## src/rtl/sid_filter_chain_if.sv

```systemverilog
// SID analog back-end bus: sample strobe, register port, audio in/out.
// The producer side (voice mixers / register file) is the master.
interface sid_filter_chain_if;
  logic               clkEn;
  logic               iWE;
  logic        [4:0]  iAddr;
  logic        [7:0]  iDataW;
  logic signed [15:0] iIn;
  logic signed [15:0] iBypass;
  logic        [2:0]  iMode;
  logic signed [15:0] oLP;
  logic signed [15:0] oBP;
  logic signed [15:0] oHP;
  logic signed [15:0] oOut;

  modport master (
    output clkEn, iWE, iAddr, iDataW,
    output iIn, iBypass, iMode,
    input  oLP, oBP, oHP, oOut
  );

  modport slave (
    input  clkEn, iWE, iAddr, iDataW,
    input  iIn, iBypass, iMode,
    output oLP, oBP, oHP, oOut
  );
endinterface

```

## src/rtl/sid_filter_chain.sv

```systemverilog
// SID analog back-end: Chamberlin state-variable filter, saturating
// post-filter mixer and a k=3/32 one-pole output smoother.
module sid_filter_chain (
  input  logic              clk,
  input  logic              rst,
  sid_filter_chain_if.slave bus
);

  logic        [10:0] r_cutoff;
  logic        [3:0]  r_res;
  logic signed [15:0] r_lp;
  logic signed [15:0] r_bp;
  logic signed [15:0] r_hp;
  logic signed [15:0] r_mix;
  logic signed [20:0] r_acc;

  logic        [12:0] w_f;
  logic        [12:0] w_d;
  logic signed [31:0] w_fs;
  logic signed [31:0] w_ds;
  logic signed [31:0] w_fbp;
  logic signed [31:0] w_dbp;
  logic signed [31:0] w_fhp;
  logic signed [31:0] w_lp_s;
  logic signed [31:0] w_hp_s;
  logic signed [31:0] w_bp_s;
  logic signed [15:0] w_lp;
  logic signed [15:0] w_hp;
  logic signed [15:0] w_bp;
  logic signed [17:0] w_sum;
  logic signed [15:0] w_clip;
  logic signed [31:0] w_tgt;
  logic signed [31:0] w_accx;
  logic signed [31:0] w_diff;
  logic signed [31:0] w_step;
  logic signed [31:0] w_acc_n;

  function automatic logic signed [31:0] sx32(
    input logic signed [15:0] v
  );
    return {{16{v[15]}}, v};
  endfunction

  function automatic logic signed [17:0] sx18(
    input logic signed [15:0] v
  );
    return {{2{v[15]}}, v};
  endfunction

  function automatic logic signed [15:0] sat16(
    input logic signed [31:0] v
  );
    if (v > 32'sd32767)
      return 16'sh7fff;
    else if (v < -32'sd32768)
      return 16'sh8000;
    else
      return v[15:0];
  endfunction

  // f = 2.5*cutoff + 12 (Q0.16), d = 5792 - 340*res (Q4.12)
  assign w_f = {1'b0, r_cutoff, 1'b0}
             + {3'b000, r_cutoff[10:1]}
             + 13'd12;
  assign w_d = 13'd5792 - ({9'd0, r_res} * 13'd340);

  assign w_fs = $signed({19'd0, w_f});
  assign w_ds = $signed({19'd0, w_d});

  assign w_fbp  = w_fs * sx32(r_bp);
  assign w_dbp  = w_ds * sx32(r_bp);
  assign w_lp_s = sx32(r_lp) + (w_fbp >>> 16);
  assign w_lp   = sat16(w_lp_s);

  assign w_hp_s = sx32(bus.iIn)
                - sx32(w_lp)
                - (w_dbp >>> 12);
  assign w_hp   = sat16(w_hp_s);

  // bp integrates the freshly computed hp, not the old one
  assign w_fhp  = w_fs * sx32(w_hp);
  assign w_bp_s = sx32(r_bp) + (w_fhp >>> 16);
  assign w_bp   = sat16(w_bp_s);

  assign w_sum = sx18(bus.iBypass)
               + (bus.iMode[0] ? sx18(r_lp) : 18'sd0)
               + (bus.iMode[1] ? sx18(r_bp) : 18'sd0)
               + (bus.iMode[2] ? sx18(r_hp) : 18'sd0);

  always_comb begin
    w_clip = w_sum[15:0];
    if (w_sum > 18'sd32767)
      w_clip = 16'sh7fff;
    else if (w_sum < -18'sd32768)
      w_clip = 16'sh8000;
  end

  assign w_tgt   = $signed({{11{r_mix[15]}}, r_mix, 5'd0});
  assign w_accx  = $signed({{11{r_acc[20]}}, r_acc});
  assign w_diff  = w_tgt - w_accx;
  assign w_step  = (w_diff * 32'sd3) >>> 5;
  assign w_acc_n = w_accx + w_step;

  always_ff @(posedge clk) begin
    if (rst) begin
      r_cutoff <= '0;
      r_res    <= '0;
    end else if (bus.iWE) begin
      case (bus.iAddr)
        5'h15:   r_cutoff[2:0]  <= bus.iDataW[2:0];
        5'h16:   r_cutoff[10:3] <= bus.iDataW;
        5'h17:   r_res          <= bus.iDataW[7:4];
        default: ;
      endcase
    end
  end

  always_ff @(posedge clk) begin
    if (rst) begin
      r_lp  <= '0;
      r_bp  <= '0;
      r_hp  <= '0;
      r_acc <= '0;
    end else if (bus.clkEn) begin
      r_lp  <= w_lp;
      r_bp  <= w_bp;
      r_hp  <= w_hp;
      r_acc <= 21'(w_acc_n);
    end
  end

  always_ff @(posedge clk) begin
    if (rst)
      r_mix <= '0;
    else
      r_mix <= w_clip;
  end

  assign bus.oLP  = r_lp;
  assign bus.oBP  = r_bp;
  assign bus.oHP  = r_hp;
  assign bus.oOut = r_acc[20:5];

endmodule

```

## src/flat_wrapper.sv

```systemverilog
// flat-port wrapper written by rule: the top's interface ports become plain ports
module sid_filter_chain_flat 
  (clk, rst, bus_clkEn, bus_iWE, bus_iAddr, bus_iDataW, bus_iIn, bus_iBypass, bus_iMode, bus_oLP, bus_oBP, bus_oHP, bus_oOut);
  sid_filter_chain_if bus_i ();
  input  logic clk;
  input  logic rst;
  input wire logic [$bits(bus_i.clkEn)-1:0] bus_clkEn;
  input wire logic [$bits(bus_i.iWE)-1:0] bus_iWE;
  input wire logic [$bits(bus_i.iAddr)-1:0] bus_iAddr;
  input wire logic [$bits(bus_i.iDataW)-1:0] bus_iDataW;
  input wire logic [$bits(bus_i.iIn)-1:0] bus_iIn;
  input wire logic [$bits(bus_i.iBypass)-1:0] bus_iBypass;
  input wire logic [$bits(bus_i.iMode)-1:0] bus_iMode;
  output wire logic [$bits(bus_i.oLP)-1:0] bus_oLP;
  output wire logic [$bits(bus_i.oBP)-1:0] bus_oBP;
  output wire logic [$bits(bus_i.oHP)-1:0] bus_oHP;
  output wire logic [$bits(bus_i.oOut)-1:0] bus_oOut;
  assign bus_i.clkEn = bus_clkEn;
  assign bus_i.iWE = bus_iWE;
  assign bus_i.iAddr = bus_iAddr;
  assign bus_i.iDataW = bus_iDataW;
  assign bus_i.iIn = bus_iIn;
  assign bus_i.iBypass = bus_iBypass;
  assign bus_i.iMode = bus_iMode;
  assign bus_oLP = bus_i.oLP;
  assign bus_oBP = bus_i.oBP;
  assign bus_oHP = bus_i.oHP;
  assign bus_oOut = bus_i.oOut;
  sid_filter_chain u_core (.clk(clk), .rst(rst), .bus(bus_i));
endmodule
```

## config.mk

```make
export PLATFORM = sky130hd
export DESIGN_NAME = sid_filter_chain_flat
export DESIGN_NICKNAME = d
export VERILOG_FILES = /design/src/rtl/sid_filter_chain_if.sv /design/src/rtl/sid_filter_chain.sv /design/src/flat_wrapper.sv
export SDC_FILE = /design/constraint.sdc
export NUM_CORES = 2
export LEC_CHECK = 0
export CAP_MARGIN = 10
export CORE_MARGIN = 2
export CORE_UTILIZATION = 59
export CTS_BUF_LIST = sky130_fd_sc_hd__clkbuf_4 sky130_fd_sc_hd__clkbuf_8 sky130_fd_sc_hd__clkbuf_16
export CTS_CLUSTER_DIAMETER = 100
export DETAILED_ROUTE_END_ITERATION = 12
export MAX_ROUTING_LAYER = met4
export PLACE_DENSITY = 0.8
export SLEW_MARGIN = 20
export SYNTH_ARGS = -nofsm -noshare
export SYNTH_HDL_FRONTEND = slang
export SYNTH_SLANG_ARGS = --single-unit
```

## constraint.sdc

```tcl
create_clock -name clk -period 22.9 [get_ports clk]
set_input_delay 2.29 -clock clk [delete_from_list [all_inputs] [get_ports clk]]
set_output_delay 2.29 -clock clk [all_outputs]
set_load 0.05 [all_outputs]
```

==> results.sh <==
export IMPL_outcome="complete, no violations"
export IMPL_synth_most_common_cell="inv_1"
export IMPL_hold_viol_final=0
export IMPL_coreArea_sq_mm=0.0574
export IMPL_areaGrowthSynthToFinish_pct=8.40
export IMPL_fillers=4693
export IMPL_grt_max_degree=78
export IMPL_ff2ff_setup_slack_ps=1060
export IMPL_synth_top_area_cell="fa_1"
export IMPL_ys_async_sr_fraction_pct=0
export IMPL_ctsLongestPathBuffers=2
export IMPL_first_pass_iters=6
export IMPL_cts_buffers=9
export IMPL_startpoint_type="flip-flop"
export IMPL_netlist_area_sq_mm=0.0341
export IMPL_hold_worst_slack_ps=528
export IMPL_cts_tree="built"
export IMPL_die_h_um=244
export IMPL_drive_gt1_share_pct=4.88
export IMPL_totalWireLength_um=89600
export IMPL_overflow=0
export IMPL_synth_seq_cells=100
export IMPL_clk_pin_slew_ps=90
export IMPL_period_share_pct=95.4
export IMPL_antenna_cells=0
export IMPL_critPathRequiredTime_ps=23140
export IMPL_synth_area_leaders="fa_1, ha_1, inv_1"
export IMPL_cpPeakStageDelay_ps=530
export IMPL_die_w_um=244
export IMPL_synthTopCellsByCount="inv_1, fa_1, nand2_1"
export IMPL_reg2reg_depth=95
export IMPL_fmax_ghz=0.0458
export IMPL_synth_top_cell_area_share_pct=36.2
export IMPL_final_net_count=5135
export IMPL_postRouteAntennaNets=0
export IMPL_yosysWarnings=0
export IMPL_post_drt_wl_per_cell_um=18.6
export IMPL_synth_distinct_cells=85
export IMPL_drt_iter0_drc=1979
export IMPL_rows=88
export IMPL_hold_depth=2
export IMPL_synth_cells=3985
export IMPL_clk_latency_ps=400
export IMPL_setup_violations=0
export IMPL_grt_pass1_wl_um=146000
export IMPL_cts_sinks=100
export IMPL_vias=27206
export IMPL_syn_nets=5066
export IMPL_dp_cells=4798
export IMPL_r2r_start="u_core.r_cutoff[1]$_SDFFE_PP0P_"
export IMPL_cp_data_arrival_time_ps=22080
export IMPL_slew_viol_final=0
export IMPL_synth_area_per_cell_sq_um=8.55
export IMPL_maxCapViolations=0
export IMPL_first_global_vias=27929
export IMPL_path_max_fanout=11
export IMPL_finClkSkew_ps=11.3
export IMPL_synth_main_ff_cell="dfxtp_1"
export IMPL_drt_drc_violations_left=0
export IMPL_globalplace_congestion=0.990
export IMPL_portBuffers=115
export IMPL_endpoint_kind="flip-flop"
export IMPL_htree_levels=3
export IMPL_cts_root_buf="clkbuf_16"
export IMPL_rr_endpoint="u_core.bus.oBP[0]$_SDFFE_PP0P_"
export IMPL_hold_end="u_core.bus.oHP[10]$_SDFFE_PP0P_"
export IMPL_antenna_found_initial=0
export IMPL_grt_use_total_pct=32.0
export IMPL_io_pins=116
export IMPL_worst_pin_slew_ps=1070
export IMPL_instances_no_fill=4824
export IMPL_dieArea_sq_mm=0.0597
export IMPL_synth_seq_area_share_pct=5.87
export IMPL_slew_headroom_pct=28.3
export IMPL_hold_start="u_core.bus.oHP[10]$_SDFFE_PP0P_"
export IMPL_crit_top_cell="fa_1"
export IMPL_hold_class="flip-flop to flip-flop"
export IMPL_finalCriticalPeriod_ps=21840
export IMPL_path_class="flip-flop to flip-flop"
export IMPL_hpwl_um=74400
export IMPL_cp_slowest_cell="fa_1"
export IMPL_routed_via_density=5.64
export IMPL_synth_edf_count=0
export IMPL_holdBufCountCts=0
export IMPL_initial_utilization_pct=59.4
area by class of cell:
cell class,instances,area (sq um),area share (%)
multi-input cells,2905,28700,77.7
inverters,833,3130,8.47
flip-flops and latches,100,2000,5.42
repair buffers,205,1850,5.01
well taps,765,957,2.59
clock buffers,10,233,0.630
clock inverters,6,71.3,0.193
critical path: cells and delay by family (launching register included):
kind,cells,cell delay [ps]
simple gates,21,3850
xor+xnor,2,370
buf+inv,16,1300
fa+ha+maj,23,9130
flops,1,340
compound gates,33,6690
per-layer routing:
| layer | routed length, um | vias up | track usage (%) | share of wire (%) |
|---|---|---|---|---|
| met5 | 0 | - | - | 0 |
| met4 | 5220 | 0 | 15.4 | 5.8 |
| met3 | 6870 | 237 | 4.97 | 7.7 |
| met2 | 41300 | 989 | 50.4 | 46 |
| met1 | 36200 | 13457 | 40.6 | 40 |
| li1 | - | 12523 | - | - |
placed cells by master, fill, tap and decap left out, drive strengths merged, types with 48 or more instances in the layout:
cell type,instances
a211oi,48
dfxtp,100
inv,834
xnor2,130
nor2,225
buf,92
xor2,51
fa,617
ha,412
a21oi,164
clkdlybuf4s50,113
nand2,419
nor2b,85
o21ai,95
nor3,56
and2,220
worst max path at each step:
| stage | endpoint | depth (start not counted) | start |
|---|---|---|---|
| global route | u_core.bus.oBP[6]$_SDFFE_PP0P_ | 99 | u_core.r_cutoff[1]$_SDFFE_PP0P_ |
| global placement | u_core.bus.oBP[2]$_SDFFE_PP0P_ | 87 | u_core.r_cutoff[1]$_SDFFE_PP0P_ |
| floorplan | u_core.bus.oBP[10]$_SDFFE_PP0P_ | 92 | u_core.r_cutoff[1]$_SDFFE_PP0P_ |
| finish | u_core.bus.oBP[0]$_SDFFE_PP0P_ | 95 | u_core.r_cutoff[1]$_SDFFE_PP0P_ |
| CTS | u_core.bus.oBP[0]$_SDFFE_PP0P_ | 97 | u_core.r_cutoff[1]$_SDFFE_PP0P_ |
| detailed placement | u_core.bus.oBP[1]$_SDFFE_PP0P_ | 94 | u_core.r_cutoff[1]$_SDFFE_PP0P_ |
logic make-up after synthesis:
logic type	count (synthesis)	share of synthesized area [%]
buf+inv	981	11.0
mux	34	1.01
compound gates	508	9.75
fa+ha+maj	1048	51.9
xor+xnor	181	4.65
flops	100	5.87
simple gates	1133	15.8
sequential cells by signal (all words and copies together) (netlist names):
| name | flops |
|---|---|
| u_core.bus.oBP | 16 |
| u_core.r_acc | 21 |
| u_core.bus.oLP | 16 |
| u_core.r_mix | 16 |
| u_core.bus.oHP | 16 |
| u_core.r_cutoff | 11 |
| u_core.r_res | 4 |
through the flow:
stage / instance area (sq um) / setup WS (ps) / util (%) / TNS [ps]
2_1_floorplan: 34100 / 1360 / - / 0
3_3_place_gp: 36300 / 104 / 63.2 / 0
3_5_place_dp: 36300 / -4.82 / 63.2 / -9.09
4_1_cts: 36600 / 6.78 / 63.8 / 0
5_1_grt: 37000 / -26.4 / 64.4 / -82.4
6_report: 37000 / 1060 / 64.4 / 0
repair_timing:
action                                  in CTS  in global routing
gates resized for setup                      8                 59
cloned                                       0                  1
setup buffers                                0                  9
endpoints found under the setup margin      14                 16
pin swaps                                    0                 15
Power is left out: the tool's default activity adds up to more than one toggle a clock period on the data nets, which glitch-free logic cannot reach.
